**config.mk**
```make
export PLATFORM = sky130hd
export DESIGN_NAME = slv_guard_rst_ctrl_flat
export DESIGN_NICKNAME = d
export VERILOG_FILES = /design/src/rtl/slv_guard_rst_ctrl_if.sv /design/src/rtl/slv_guard_rst_ctrl.sv /design/src/flat_wrapper.sv
export SDC_FILE = /design/constraint.sdc
export NUM_CORES = 1
export LEC_CHECK = 0
export BUFFER_PORTS_ARGS = -buffer_cell sky130_fd_sc_hd__buf_2
export CELL_PAD_IN_SITES_DETAIL_PLACEMENT = 0
export CELL_PAD_IN_SITES_GLOBAL_PLACEMENT = 1
export CORE_MARGIN = 2
export CORE_UTILIZATION = 36
export CTS_CLUSTER_SIZE = 40
export DETAILED_ROUTE_END_ITERATION = 12
export PLACE_DENSITY_LB_ADDON = 0.1
export RECOVER_POWER = 100
export SLEW_MARGIN = 20
export SYNTH_ARGS = -nofsm -noshare
export SYNTH_HDL_FRONTEND = slang
export SYNTH_SLANG_ARGS = --single-unit
export TNS_END_PERCENT = 100
```
**constraint.sdc**
```tcl
create_clock -name clk_i -period 2.6 [get_ports clk_i]
set_clock_uncertainty 0.2 [all_clocks]
set_input_delay 0.26 -clock clk_i [delete_from_list [all_inputs] [get_ports clk_i]]
set_output_delay 0.26 -clock clk_i [all_outputs]
set_load 0.02 [all_outputs]
```
**src/rtl/slv_guard_rst_ctrl_if.sv**
```systemverilog
// rtl/slv_guard_rst_ctrl_if.sv - guard/subordinate recovery handshake bundle
interface slv_guard_rst_ctrl_if;
  logic timeout_i;
  logic idle_i;
  logic rst_stat_i;
  logic isolate_o;
  logic rst_req_o;
  logic guard_clr_o;

  // Sequencer side: observes guard/subordinate status, drives isolation and reset
  modport master (
    input  timeout_i,
    input  idle_i,
    input  rst_stat_i,
    output isolate_o,
    output rst_req_o,
    output guard_clr_o
  );

  // Environment side: guard and subordinate reset controller
  modport slave (
    output timeout_i,
    output idle_i,
    output rst_stat_i,
    input  isolate_o,
    input  rst_req_o,
    input  guard_clr_o
  );
endinterface

```
**src/rtl/slv_guard_rst_ctrl.sv**
```systemverilog
// rtl/slv_guard_rst_ctrl.sv - guard timeout recovery sequencer (isolate, drain, reset, clear)
module slv_guard_rst_ctrl #(
  parameter int CntWidth    = 10,
  parameter int EvtCntWidth = 8
) (
  input  logic                   clk_i,
  input  logic                   rst_i,
  slv_guard_rst_ctrl_if.master   bus,
  input  logic                   guard_ena_i,
  input  logic [CntWidth-1:0]    cfg_hold_i,
  input  logic [CntWidth-1:0]    cfg_ack_timeout_i,
  input  logic                   fault_clr_i,
  output logic                   irq_o,
  output logic                   fault_o,
  output logic                   busy_o,
  output logic [EvtCntWidth-1:0] evt_cnt_o
);

  typedef enum logic [2:0] {
    ST_IDLE,
    ST_DRAIN,
    ST_ASSERT,
    ST_RELEASE,
    ST_CLEAR,
    ST_FAULT
  } state_t;

  state_t                state_q;
  state_t                state_d;
  logic [CntWidth-1:0]   cnt;
  logic                  armed;
  logic                  ack_seen;
  logic [EvtCntWidth-1:0] evt_cnt;

  logic                  limit_hit;
  logic                  hold_met;
  logic                  ack_now;
  logic [CntWidth-1:0]   hold_eff;
  logic [CntWidth:0]     cnt_inc;

  // A zero hold still means one ASSERT cycle; a zero limit disables all timeouts.
  // The current rst_stat_i sample counts as an acknowledge so a one-cycle ASSERT is possible.
  always_comb begin
    hold_eff  = (cfg_hold_i == '0) ? CntWidth'(1) : cfg_hold_i;
    cnt_inc   = {1'b0, cnt} + (CntWidth + 1)'(1);
    hold_met  = (cnt_inc >= {1'b0, hold_eff});
    limit_hit = (cfg_ack_timeout_i != '0) && (cnt == cfg_ack_timeout_i);
    ack_now   = ack_seen | bus.rst_stat_i;
  end

  // Next-state logic
  always_comb begin
    state_d = state_q;
    case (state_q)
      ST_IDLE: begin
        if (guard_ena_i && bus.timeout_i && armed) state_d = ST_DRAIN;
      end
      ST_DRAIN: begin
        if (bus.idle_i || limit_hit) state_d = ST_ASSERT;
      end
      ST_ASSERT: begin
        if (ack_now && hold_met)      state_d = ST_RELEASE;
        else if (!ack_now && limit_hit) state_d = ST_FAULT;
      end
      ST_RELEASE: begin
        if (!bus.rst_stat_i)  state_d = ST_CLEAR;
        else if (limit_hit)   state_d = ST_FAULT;
      end
      ST_CLEAR: state_d = ST_IDLE;
      ST_FAULT: begin
        if (fault_clr_i) state_d = ST_IDLE;
      end
      default: state_d = ST_IDLE;
    endcase
  end

  // State register; async reset returns to IDLE so rst_req_o drops immediately
  always_ff @(posedge clk_i or posedge rst_i) begin
    if (rst_i) state_q <= ST_IDLE;
    else       state_q <= state_d;
  end

  // Per-state dwell counter: restarts on every transition, saturates at all-ones
  always_ff @(posedge clk_i or posedge rst_i) begin
    if (rst_i)                  cnt <= '0;
    else if (state_d != state_q) cnt <= '0;
    else if (cnt != '1)         cnt <= cnt + CntWidth'(1);
  end

  // Re-arm only after timeout_i is seen low while IDLE, so a held request cannot loop
  always_ff @(posedge clk_i or posedge rst_i) begin
    if (rst_i)                                         armed <= 1'b0;
    else if (state_q == ST_IDLE && state_d != ST_IDLE) armed <= 1'b0;
    else if (state_q == ST_IDLE && !bus.timeout_i)     armed <= 1'b1;
  end

  // Sticky reset acknowledge, valid only within one ASSERT visit
  always_ff @(posedge clk_i or posedge rst_i) begin
    if (rst_i)                   ack_seen <= 1'b0;
    else if (state_q != ST_ASSERT) ack_seen <= 1'b0;
    else if (bus.rst_stat_i)     ack_seen <= 1'b1;
  end

  // Completed-recovery counter, bumped once per CLEAR visit, saturating
  always_ff @(posedge clk_i or posedge rst_i) begin
    if (rst_i)                                 evt_cnt <= '0;
    else if (state_q == ST_CLEAR && evt_cnt != '1) evt_cnt <= evt_cnt + EvtCntWidth'(1);
  end

  // Moore output decode; cnt==0 marks the first cycle of a state for the irq pulse
  always_comb begin
    bus.isolate_o   = 1'b0;
    bus.rst_req_o   = 1'b0;
    bus.guard_clr_o = 1'b0;
    irq_o           = 1'b0;
    fault_o         = 1'b0;
    busy_o          = (state_q != ST_IDLE);
    case (state_q)
      ST_DRAIN: begin
        bus.isolate_o = 1'b1;
        irq_o         = (cnt == '0);
      end
      ST_ASSERT: begin
        bus.isolate_o = 1'b1;
        bus.rst_req_o = 1'b1;
      end
      ST_RELEASE: bus.isolate_o = 1'b1;
      ST_CLEAR: begin
        bus.isolate_o   = 1'b1;
        bus.guard_clr_o = 1'b1;
      end
      ST_FAULT: begin
        bus.isolate_o = 1'b1;
        fault_o       = 1'b1;
        irq_o         = (cnt == '0);
      end
      default: ;
    endcase
  end

  assign evt_cnt_o = evt_cnt;

endmodule

```
**src/flat_wrapper.sv**
```systemverilog
// flat-port wrapper written by rule: the top's interface ports become plain ports
module slv_guard_rst_ctrl_flat 
#(
  parameter int CntWidth    = 10,
  parameter int EvtCntWidth = 8
)
  (clk_i, rst_i, guard_ena_i, cfg_hold_i, cfg_ack_timeout_i, fault_clr_i, irq_o, fault_o, busy_o, evt_cnt_o, bus_timeout_i, bus_idle_i, bus_rst_stat_i, bus_isolate_o, bus_rst_req_o, bus_guard_clr_o);
  slv_guard_rst_ctrl_if bus_i ();
  input  logic clk_i;
  input  logic rst_i;
  input  logic guard_ena_i;
  input  logic [CntWidth-1:0] cfg_hold_i;
  input  logic [CntWidth-1:0] cfg_ack_timeout_i;
  input  logic fault_clr_i;
  output logic irq_o;
  output logic fault_o;
  output logic busy_o;
  output logic [EvtCntWidth-1:0] evt_cnt_o;
  input wire logic [$bits(bus_i.timeout_i)-1:0] bus_timeout_i;
  input wire logic [$bits(bus_i.idle_i)-1:0] bus_idle_i;
  input wire logic [$bits(bus_i.rst_stat_i)-1:0] bus_rst_stat_i;
  output wire logic [$bits(bus_i.isolate_o)-1:0] bus_isolate_o;
  output wire logic [$bits(bus_i.rst_req_o)-1:0] bus_rst_req_o;
  output wire logic [$bits(bus_i.guard_clr_o)-1:0] bus_guard_clr_o;
  assign bus_i.timeout_i = bus_timeout_i;
  assign bus_i.idle_i = bus_idle_i;
  assign bus_i.rst_stat_i = bus_rst_stat_i;
  assign bus_isolate_o = bus_i.isolate_o;
  assign bus_rst_req_o = bus_i.rst_req_o;
  assign bus_guard_clr_o = bus_i.guard_clr_o;
  slv_guard_rst_ctrl #(.CntWidth(CntWidth), .EvtCntWidth(EvtCntWidth)) u_core (.clk_i(clk_i), .rst_i(rst_i), .bus(bus_i), .guard_ena_i(guard_ena_i), .cfg_hold_i(cfg_hold_i), .cfg_ack_timeout_i(cfg_ack_timeout_i), .fault_clr_i(fault_clr_i), .irq_o(irq_o), .fault_o(fault_o), .busy_o(busy_o), .evt_cnt_o(evt_cnt_o));
endmodule
```
# Yosys cells after proc, flatten, opt, wreduce, memory -nomap -nowiden
# Cells that the tools add are included.
[word_totals] ff_bits=23 in_bits=27 output_inout_bits=14 wordCells=62
[classes] n_addsub=3 order_cmp=1 n_eq_ne=10 muxes=20 bitwise_logic=1 n_reduce_logical=22
[ops] operator="10-bit 2-to-1 mux" n=3
[ops] operator="3-bit 2-to-1 mux" n=7
[ops] operator="10-bit zero test" n=2
[ops] operator="3-bit case mux with 5 select lines" n=1
[ops] operator="10-bit by 1-bit adder with 11-bit output, second input constant" n=1
[ops] operator="11-bit by 10-bit greater-or-equal comparator with 1-bit output" n=1
[ops] operator="10-bit by 1-bit adder with 10-bit output, second input constant" n=1
[ops] operator="10-bit equality test" n=1
[ops] operator="10-bit != test, second input constant" n=1
[ops] operator="10-bit nonzero test" n=1
[ops] operator="1-bit 2-to-1 mux" n=9
[ops] operator="8-bit by 1-bit adder with 8-bit output, second input constant" n=1
[ops] operator="1-bit logical AND" n=8
[ops] operator="8-bit != test, second input constant" n=1
[ops] operator="3-bit by 2-bit equality test with 1-bit output, second input constant" n=2
[ops] operator="3-bit equality test, second input constant" n=2
[ops] operator="2-bit nonzero test" n=3
[ops] operator="3-bit nonzero test" n=2
[ops] operator="5-bit OR reduction" n=1
[ops] operator="3-bit by 1-bit equality test with 1-bit output, second input constant" n=1
[ops] operator="3-bit zero test" n=1
[ops] operator="3-bit by 2-bit != test with 1-bit output, second input constant" n=1
[ops] operator="3-bit != test" n=1
[ops] operator="1-bit zero test" n=2
[ops] operator="3 further kinds" n=3

# Depth between registers and ports, before layout
# Gate-level depths: netlist of the first run.
[depth] ltp_word=9 depth_mapped=11 ltp_nobuf=10

# Worst setup path before layout of the first run
# No wires, ideal clock.
[synth_timing] kind="register -> register" from="register u_core.cnt[0]" to="register u_core.cnt[0]" setup_time_ps=129 arrival_ps=2186 path_slack_ps=84 stages_incl_launch_ff=11 period_less_slack_ps=2516 cell_sequence="dfrtp_1 ha_1 and2_1 nand2_1 xnor2_1 ha_1 nand3_1 o31a_1 o22a_1 a31oi_4 nor2_1"
[synth_between] elab_chain_cells=8 word_cells_on_any_way=19
[synth_rtl] item="start, declared" line="slv_guard_rst_ctrl.sv:30" source="logic [CntWidth-1:0] cnt;"
[synth_rtl] item="start signal, assigned" line="slv_guard_rst_ctrl.sv:87" source="else if (cnt != '1) cnt <= cnt + CntWidth'(1);"
[synth_rtl] item="branches (longest 8 deep; another with 10-bit by 1-bit adder with 11-bit output)"
# Parallel ways; which one is timed is not known. The select of a mux whose other input is x is not followed.
# A chain may end at the register's enable or synchronous reset.

# Final worst setup path of the first run
[layout_timing] from="register u_core.cnt[0]" to="register u_core.cnt[1]"
# Same word-level chain as after synthesis.

==> impl_metrics.toml, run 1 <==
[outcome]
outcome = "finished, violations left"
violations = "hold timing"

[die]
ioPinCount = 41
die_area_um2 = 5450
coreArea_um2 = 4720
chipWidth_um = 73.9
num_rows = 25
die_y_um = 73.9
initial_core_util = 0.372

[final_layout]
seqCellArea_um2 = 576
multiInputGateArea_um2 = 1140
nNetsFinal = 288
antennaDiodeCount = 0
drive_gt1_frac = 0.243
nFillCells = 490
synthToLayoutAreaGrowth_pct = 25.1
finish.utilization = 0.465

[power]
power_frac_comb = 0.515
power.internal_mw = 0.917
clock_power_share = 0.146
p_total_mw = 1.54
p_sw_mw = 0.621
power-per-cell-area_nw_per_um2 = 700
p_seq_frac = 0.339
switching_share = 0.404
leakage_nw = 0.980
ir_worst_vdd_mv = 0.381

[clock_network]
clk_latency_ps = 260
path_clk_slew_ps = 80
cts_root_buf = "clkbuf_8"
hold_buffers = 0
cts-htree-levels = 1
ctsLongestPathBuffers = 2
clock-sinks = 23
cts_buffers = 3
cts_tree = "yes"

[sta]
finalCriticalPeriod_ps = 2520
tightest_slew_ps = 870
fin_setup_tns_ps = 0
max_freq_mhz = 396
slew_violations = 0
finalCritPeriodShare = 0.970
rsz0062_at_grt = "yes"
max_slew_margin = 0.419
hold_viol_final = 23
hold_ws_ps = -37.7
finalSetupViolations = 0

[place]
hpwl_um = 3320
place_congestion = 0.760
portBuffers = 40

[synthesis]
async_flop_share = 1.00
synth_fp_nets = 235
yosysMostFrequentCell = "dfrtp_1"
synthXorXnorAreaFrac = 0.130
synth_fa_ha_area_frac = 0.0926
synth_compound_area_frac = 0.158
synth_common_cells = "dfrtp_1 (23), xnor2_1 (22), inv_1 (18), nor2_1 (18)"
netlist_top_cells_area = "dfrtp_1 (33%), xnor2_1 (11%), ha_1 (9.3%)"
yosys.area_share.simple = 0.229
yosys.area.top_type = "dfrtp_1"
ys_seq_elements = 23
synth_top_family_by_area = "simple AND/OR/NAND/NOR gates"
synth_top_cell_area_share = 0.328
yosysSeqAreaShare = 0.328
synthFlopType = "dfrtp_1"
muxShareOfSynthArea = 0.00641
syn_area_per_cell_um2 = 9.01
synthDistinctLibCells = 43
synth_area_um2 = 1760
synth_warnings = 0
syn_inst = 195
synth_edf_count = 0

[min_path]
hold_class = "in2async"

[grt]
grt_pass1_wl_um = 6900
grt_pass1_vias = 1593
antenna_found_initial = 0
gr-usage-all-layers = 0.164
grt_max_degree = 24
globalRouteOverflowTotal = 0

[drt]
drtIter0Drc = 37
first_pass_iters = 4
route.detailed.drc = 0
wl_per_cell_um = 13.5
routed_wl_um = 4240
ant_nets = 0
vias_per_cell = 5.00
vias = 1570

[worst_setup_path]
worst_setup_path_start_kind = "flip-flop"
timing_worst_setup_path_type = "reg2reg"
crit_fanout = 6
crit_arrival_ps = 2520
cp-end-kind = "flip-flop"
r2r_start = "u_core.cnt[0]$_DFFE_PP0P_"
crit_path_start = "u_core.cnt[0]$_DFFE_PP0P_"
cp.required_ps = 2590

[job]
maxCapViolCount = 0
==> metrics by stage <==
step | cells | setup slack (ps) | hold slack (ps) | area (µm²)
after floorplan | 195 | 84.5 | 61.9 | 1760
after global placement | 308 | -55.4 | 294 | 2110
after detailed placement | 308 | -131 | 297 | 2110
after CTS | 313 | 6.59 | 9.58 | 2170
after global routing | 314 | -61.4 | 17.8 | 2200
final | 314 | 77.9 | -37.7 | 2200
==> flip-flops by register name (all words and copies together), names as in the netlist <==
name	count
u_core.ack_seen	1
u_core.armed	1
u_core.cnt	10
u_core.evt_cnt_o	8
u_core.state_q	3
==> final timing paths <==
check,end,slack (ps),cells after the start
worst max-delay path,u_core.cnt[1]$_DFFE_PP0P_,80,9
max in group asynchronous,u_core.cnt[0]$_DFFE_PP0P_,1700,2
worst min register to register,u_core.evt_cnt_o[4]$_DFFE_PP0P_,300,1
worst max register to register,u_core.cnt[1]$_DFFE_PP0P_,80,9
min in group clk_i,u_core.armed$_DFFE_PP0P_,20,2
worst min-delay path,u_core.state_q[2]$_DFF_PP0_,-40,2
==> per-layer routing <==
layer	part of all wire	GRT usage	routed length [µm]
met4	0.013	0.0606	56
met5	0	0	0
met3	0.028	0.0178	119
met2	0.51	0.295	2150
met1	0.45	0.199	1910
==> worst max-delay path, cell delays in order, from the launching register on <==
cell       delay (ps)
dfrtp_1           360
buf_4             160
inv_1              50
ha_1              320
ha_1              310
a2111oi_1         380
o31a_1            200
o22a_2            230
a31oi_4           140
nor2_1            120
==> kinds of logic after synthesis <==
group                      after synthesis
DFF                                     23
and+or+nand+nor                         70
xor gates and xnor gates                26
AOI/OAI and AO/OA                       36
buffers and inverters                   26
muxes                                    1
adders and majority gates               13
==> power by group through the flow <==
stage	Clock [mW]	Sequential (mW)	Combinational [mW]
after floorplan	0	0.568	0.463
after global routing	0.248	0.534	0.889
after global placement	0	0.529	0.763
after CTS	0.234	0.521	0.776
final	0.224	0.522	0.792
after detailed placement	0	0.527	0.773
==> area by class of cell <==
type | count | share of cell area
timing repair buffer | 54 | 0.130
sequential | 23 | 0.262
clock buffer | 4 | 0.0205
inverter | 19 | 0.0324
multi-input combinational | 147 | 0.517
tap | 67 | 0.0381
==> layout by cell type, fill, tap and decap left out, types with 3 or more instances in the layout <==
master,n
nor2_1,17
nand3_1,8
o21ai_0,13
xor2_1,3
ha_1,12
nand2b_1,5
a21oi_1,3
nor3_1,4
nand2_1,8
dfrtp_1,23
inv_1,18
buf_4,13
clkbuf_8,3
clkbuf_1,15
xnor2_1,20
buf_2,27
nand4_1,9
==> timing repair <==
item / 4_1_cts / 5_1_grt
pin swaps: 1 / 20
setup buffers: 1 / 0
resized for setup: 1 / 10
hold endpoints to repair: 0 / 0
setup endpoints to repair: 10 / 11
gates cloned: 0 / 1
Note: power is estimated with default switching activity, not from simulation.
==> inputs of run 2 (changes only) <==
--- a/config.mk
+++ b/config.mk
@@ -13,7 +13,6 @@
 export CTS_CLUSTER_SIZE = 40
 export DETAILED_ROUTE_END_ITERATION = 12
 export PLACE_DENSITY_LB_ADDON = 0.1
-export RECOVER_POWER = 100
 export SLEW_MARGIN = 20
 export SYNTH_ARGS = -nofsm -noshare
 export SYNTH_HDL_FRONTEND = slang
==> impl_metrics.toml, run 2 (synthesis results as in run 1) <==
[sta]
finalCriticalPeriod_ps = 2520
rsz0062_at_grt = "yes"
slew_violations = 0
tightest_slew_ps = 870
finalCritPeriodShare = 0.970
max_freq_mhz = 397
max_slew_margin = 0.419
finalSetupViolations = 0
hold_ws_ps = -37.4
hold_viol_final = 23

[worst_setup_path]
cp.required_ps = 2590
r2r_start = "u_core.cnt[0]$_DFFE_PP0P_"
worst_setup_path_start_kind = "flip-flop"
path_cells = "buf_4, inv_1, ha_1, ha_1, a2111oi_1, o31a_1, o22a_2, a31oi_4, nor2_1"
path_delay_family = "compound AO/OA/AOI/OAI gates"
ff2ff_setup_slack_ps = 80
crit_fanout = 6
crit_path_start = "u_core.cnt[0]$_DFFE_PP0P_"
timing_worst_setup_path_type = "reg2reg"
path_buf_inv = 2
crit_arrival_ps = 2520
cp-end-kind = "flip-flop"
critPathSlowestCell = "a2111oi_1"
cp_slowest_stage_delay_ps = 370
critPathMostFrequentCell = "ha_1"

[final_layout]
largest_reg_flops = 10
finalNonFillerCells = 314
antennaDiodeCount = 0
nNetsFinal = 288
drive_gt1_frac = 0.304
layout_commonest_cell = "buf_2"
nFillCells = 479
top_register = "u_core.cnt"
seqCellArea_um2 = 576
multiInputGateArea_um2 = 1140
synthToLayoutAreaGrowth_pct = 26.6
layout_common_cells = "buf_2 (40), dfrtp_1 (23), xnor2_1 (20), inv_1 (18), nor2_1 (17)"

[drt]
wl_per_cell_um = 13.5
vias_per_cell = 5.00
routed_wl_um = 4250
first_pass_iters = 4
drtIter0Drc = 36
route.detailed.drc = 0
vias = 1569
ant_nets = 0

[grt]
grt_pass1_vias = 1593
globalRouteOverflowTotal = 0
grt_max_degree = 24
gr-usage-all-layers = 0.164
antenna_found_initial = 0
grt_pass1_wl_um = 6900

[place]
place_congestion = 0.760
dp_cells = 308
portBuffers = 40
hpwl_um = 3320

[die]
num_rows = 25
coreArea_um2 = 4720
initial_core_util = 0.372
die_area_um2 = 5450
ioPinCount = 41
chipWidth_um = 73.9
die_y_um = 73.9

[power]
clock_power_share = 0.145
leakage_nw = 1.03
ir_worst_vdd_mv = 0.399
p_seq_frac = 0.337
p_sw_mw = 0.622
switching_share = 0.402
power_frac_comb = 0.518
power.internal_mw = 0.927
power-per-cell-area_nw_per_um2 = 696

[clock_network]
cts_root_buf = "clkbuf_8"
ctsLongestPathBuffers = 2
clock-sinks = 23
cts-htree-levels = 1
clk_latency_ps = 260
path_clk_slew_ps = 80
cts_buffers = 3
cts_tree = "yes"

[min_path]
hold_class = "in2async"

[job]
maxCapViolCount = 0

[outcome]
violations = "hold timing"
outcome = "finished, violations left"
[run 2: cell count changes in the layout (fill, tap and decap cells not counted)]
cell | before | now
clkbuf_1 | 15 | 1
buf_2 | 27 | 40
and2_0 | 2 | 0
and2_1 | 0 | 2
buf_4 | 13 | 14
nor3b_1 | 1 | 0
nor3b_2 | 0 | 1
[run 2: final timing paths]
kind | end | cells after the start
min | u_core.state_q[2]$_DFF_PP0_ | 2
max | u_core.cnt[1]$_DFFE_PP0P_ | 9
max in group asynchronous | u_core.cnt[0]$_DFFE_PP0P_ | 2
max reg2reg | u_core.cnt[1]$_DFFE_PP0P_ | 9
min reg2reg | u_core.evt_cnt_o[4]$_DFFE_PP0P_ | 1
min in group clk_i | u_core.armed$_DFFE_PP0P_ | 2
[run 2: repair_timing]
item / 4_1_cts / 5_1_grt
hold buffers: 0 / 0
resized for setup: 1 / 10
setup buffers: 1 / 0
endpoints found under the setup margin: 10 / 11
pin swaps: 1 / 20
gates cloned: 0 / 1
[run 2: layer usage]
metal	track usage	vias up	wire, µm
li1	-	798	-
met1	0.199	725	1930
met2	0.295	40	2140
met3	0.0178	6	124
met4	0.0606	0	56
met5	0	-	0
[run 2: metrics by stage]
stage / area (µm²) / setup WS, ps / utilization / TNS (ps) / power, mW
after floorplan: 1760 / 84.5 / - / 0 / 1.03
after global placement: 2110 / -55.4 / 0.447 / -524 / 1.29
after detailed placement: 2110 / -131 / 0.447 / -1180 / 1.30
after CTS: 2170 / 6.59 / 0.459 / 0 / 1.53
after global routing: 2220 / -61.4 / 0.471 / -318 / 1.68
final: 2220 / 78.1 / 0.471 / 0 / 1.55
[run 2: power by group through the flow]
stage | Sequential [mW] | Combinational (mW) | Clock [mW]
after CTS | 0.521 | 0.776 | 0.234
final | 0.522 | 0.802 | 0.224
after floorplan | 0.568 | 0.463 | 0
after global routing | 0.534 | 0.899 | 0.248
after global placement | 0.529 | 0.763 | 0
after detailed placement | 0.527 | 0.773 | 0
[run 2: cell type report]
type | instances | share of cell area
clock buffer | 4 | 0.0203
inverter | 19 | 0.0321
multi-input combinational | 147 | 0.514
sequential | 23 | 0.259
tap | 67 | 0.0377
timing repair buffer | 54 | 0.137
[run 2: worst reg2reg max path: stages, from the launching register on]
cell and delay (ps):
dfrtp_1 360, buf_4 160, inv_1 50, ha_1 320
ha_1 310, a2111oi_1 370, o31a_1 200, o22a_2 230
a31oi_4 140, nor2_1 120
==> inputs of run 3 (changes only) <==
--- a/config.mk
+++ b/config.mk
@@ -13,6 +13,7 @@
 export CTS_CLUSTER_SIZE = 40
 export DETAILED_ROUTE_END_ITERATION = 12
 export PLACE_DENSITY_LB_ADDON = 0.1
+export RECOVER_POWER = 25
 export SLEW_MARGIN = 20
 export SYNTH_ARGS = -nofsm -noshare
 export SYNTH_HDL_FRONTEND = slang
==> constraint.sdc (replaced) <==
create_clock -name clk_i -period 2.6 [get_ports clk_i]
set_clock_uncertainty 0.2 [all_clocks]
set_input_delay 0.13 -clock clk_i [delete_from_list [all_inputs] [get_ports clk_i]]
set_output_delay 0.13 -clock clk_i [all_outputs]
set_load 0.02 [all_outputs]
==> impl_metrics.toml, run 3 (synthesis results as in run 1) <==
[worst_setup_path]
path_cells = "buf_4, inv_1, ha_1, ha_4, a2111oi_4, o31a_1, o22a_2, a31oi_4, nor2_1"
cp-end-kind = "flip-flop"
crit_arrival_ps = 2480
path_delay_family = "compound AO/OA/AOI/OAI gates"
path_buf_inv = 2
worst_setup_path_start_kind = "flip-flop"
cp_slowest_stage_delay_ps = 360
cp.required_ps = 2560
r2r_cells = 9
crit_fanout = 6
path_depth = 9
timing_worst_setup_path_type = "reg2reg"
critPathSlowestCell = "dfrtp_1"

[place]
hpwl_um = 3350
place_congestion = 0.754
portBuffers = 40
dp_cells = 308

[final_layout]
finish.utilization = 0.488
antennaDiodeCount = 0
layout_common_cells = "buf_2 (31), dfrtp_1 (23), xnor2_1 (19), inv_1 (18), nor2_1 (17)"
drive_gt1_frac = 0.292
layout_commonest_cell = "buf_2"
largest_reg_flops = 10
nNetsFinal = 291
finalNonFillerCells = 317
synthToLayoutAreaGrowth_pct = 31.3
top_register = "u_core.cnt"

[drt]
wl_met3_um = 133
first_pass_iters = 6
top_layer_used = "met4"
wl_met2_um = 2170
route.detailed.drc = 0
vias = 1571
ant_nets = 0
wl_met1_um = 2100
vias_per_cell = 4.96
routed_wl_um = 4440
drtIter0Drc = 85
wl_per_cell_um = 14.0

[sta]
tightest_slew_ps = 904
rsz0062_at_grt = "yes"
finalCriticalPeriod_ps = 2530
finalCritPeriodShare = 0.971
max_slew_margin = 0.397
max_freq_mhz = 396
fin_setup_tns_ps = 0
slew_violations = 0
finalSetupViolations = 0
hold_viol_final = 0

[grt]
antenna_found_initial = 0
grt_max_degree = 24
gr-usage-all-layers = 0.163
grt_pass1_wl_um = 6760
grt_pass1_vias = 1436
globalRouteOverflowTotal = 0

[clock_network]
cts-htree-levels = 1
cts_buffers = 3
path_clk_slew_ps = 90
clk_latency_ps = 270
ctsLongestPathBuffers = 2
cts_root_buf = "clkbuf_8"
clock-sinks = 23
cts_tree = "yes"

[power]
power.internal_mw = 1.00
power-per-cell-area_nw_per_um2 = 733
power_frac_comb = 0.552
leakage_nw = 1.03
p_sw_mw = 0.687
switching_share = 0.406
p_seq_frac = 0.312
p_total_mw = 1.69
ir_worst_vdd_mv = 0.395
clock_power_share = 0.137

[die]
ioPinCount = 41
chipWidth_um = 73.9
die_y_um = 73.9
initial_core_util = 0.372
coreArea_um2 = 4720
die_area_um2 = 5450
num_rows = 25

[outcome]
outcome = "finished, final reports clean"

[min_path]
holdPathStages = 4
hold_class = "in2reg"

[job]
maxCapViolCount = 0
[run 3: worst register-to-register path, delay by kind of cell (launching register included)]
family,cells,cell delay [ps]
flip-flops,1,360
buffers and inverters,2,210
AO/OA/AOI/OAI,4,950
adder cells (fa/ha/maj),2,640
AND/OR/NAND/NOR,1,70
[run 3: final cells by class]
class                           count  area [µm²]
Clock buffer                        3        41.3
Clock inverter                      1        5.00
Fill cell                         463        2420
Inverter                           19        71.3
Multi-Input combinational cell    147        1200
Sequential cell                    23         576
Tap cell                           67        83.8
Timing Repair Buffer               57         328
[run 3: metrics by stage]
step                hold slack, ps  worst slack, ps  area (µm²)
floorplan                    -68.1             84.5        1760
global placement               165             -157        2110
detailed placement             160             -123        2110
CTS                           5.21             12.0        2190
global route                  53.6            -53.1        2310
finish                        2.73             74.6        2310
[run 3: layer usage]
metal,vias to the layer above,track usage
met5,-,0
met4,0,0.0485
met3,5,0.0192
met2,42,0.277
met1,727,0.216
li1,797,-
[run 3: power by group through the flow]
stage / sequential, mW / clock (mW) / combinational, mW
floorplan: 0.568 / 0 / 0.463
global placement: 0.528 / 0 / 0.761
detailed placement: 0.528 / 0 / 0.755
CTS: 0.523 / 0.234 / 0.777
global route: 0.543 / 0.248 / 1.03
finish: 0.527 / 0.231 / 0.932
[run 3: path summary, 6_finish.rpt]
kind                                                       from                               to  slack (ps)
worst max-delay path                  u_core.cnt[0]$_DFFE_PP0P_        u_core.cnt[3]$_DFFE_PP0P_          70
min in group asynchronous                                 rst_i  u_core.evt_cnt_o[1]$_DFFE_PP0P_         380
max in group asynchronous                                 rst_i  u_core.evt_cnt_o[3]$_DFFE_PP0P_        1260
worst min-delay path                                fault_clr_i      u_core.state_q[2]$_DFF_PP0_           3
worst max register to register        u_core.cnt[0]$_DFFE_PP0P_        u_core.cnt[3]$_DFFE_PP0P_          70
worst min register to register  u_core.evt_cnt_o[4]$_DFFE_PP0P_  u_core.evt_cnt_o[4]$_DFFE_PP0P_         300
[run 3: what timing repair did]
item,in CTS,in global routing
setup endpoints to repair,10,11
gates resized for setup,1,20
endpoints found under the hold margin,25,0
buffers inserted,0,1
cloned,0,1
pin swaps,1,16
hold buffers,3,0
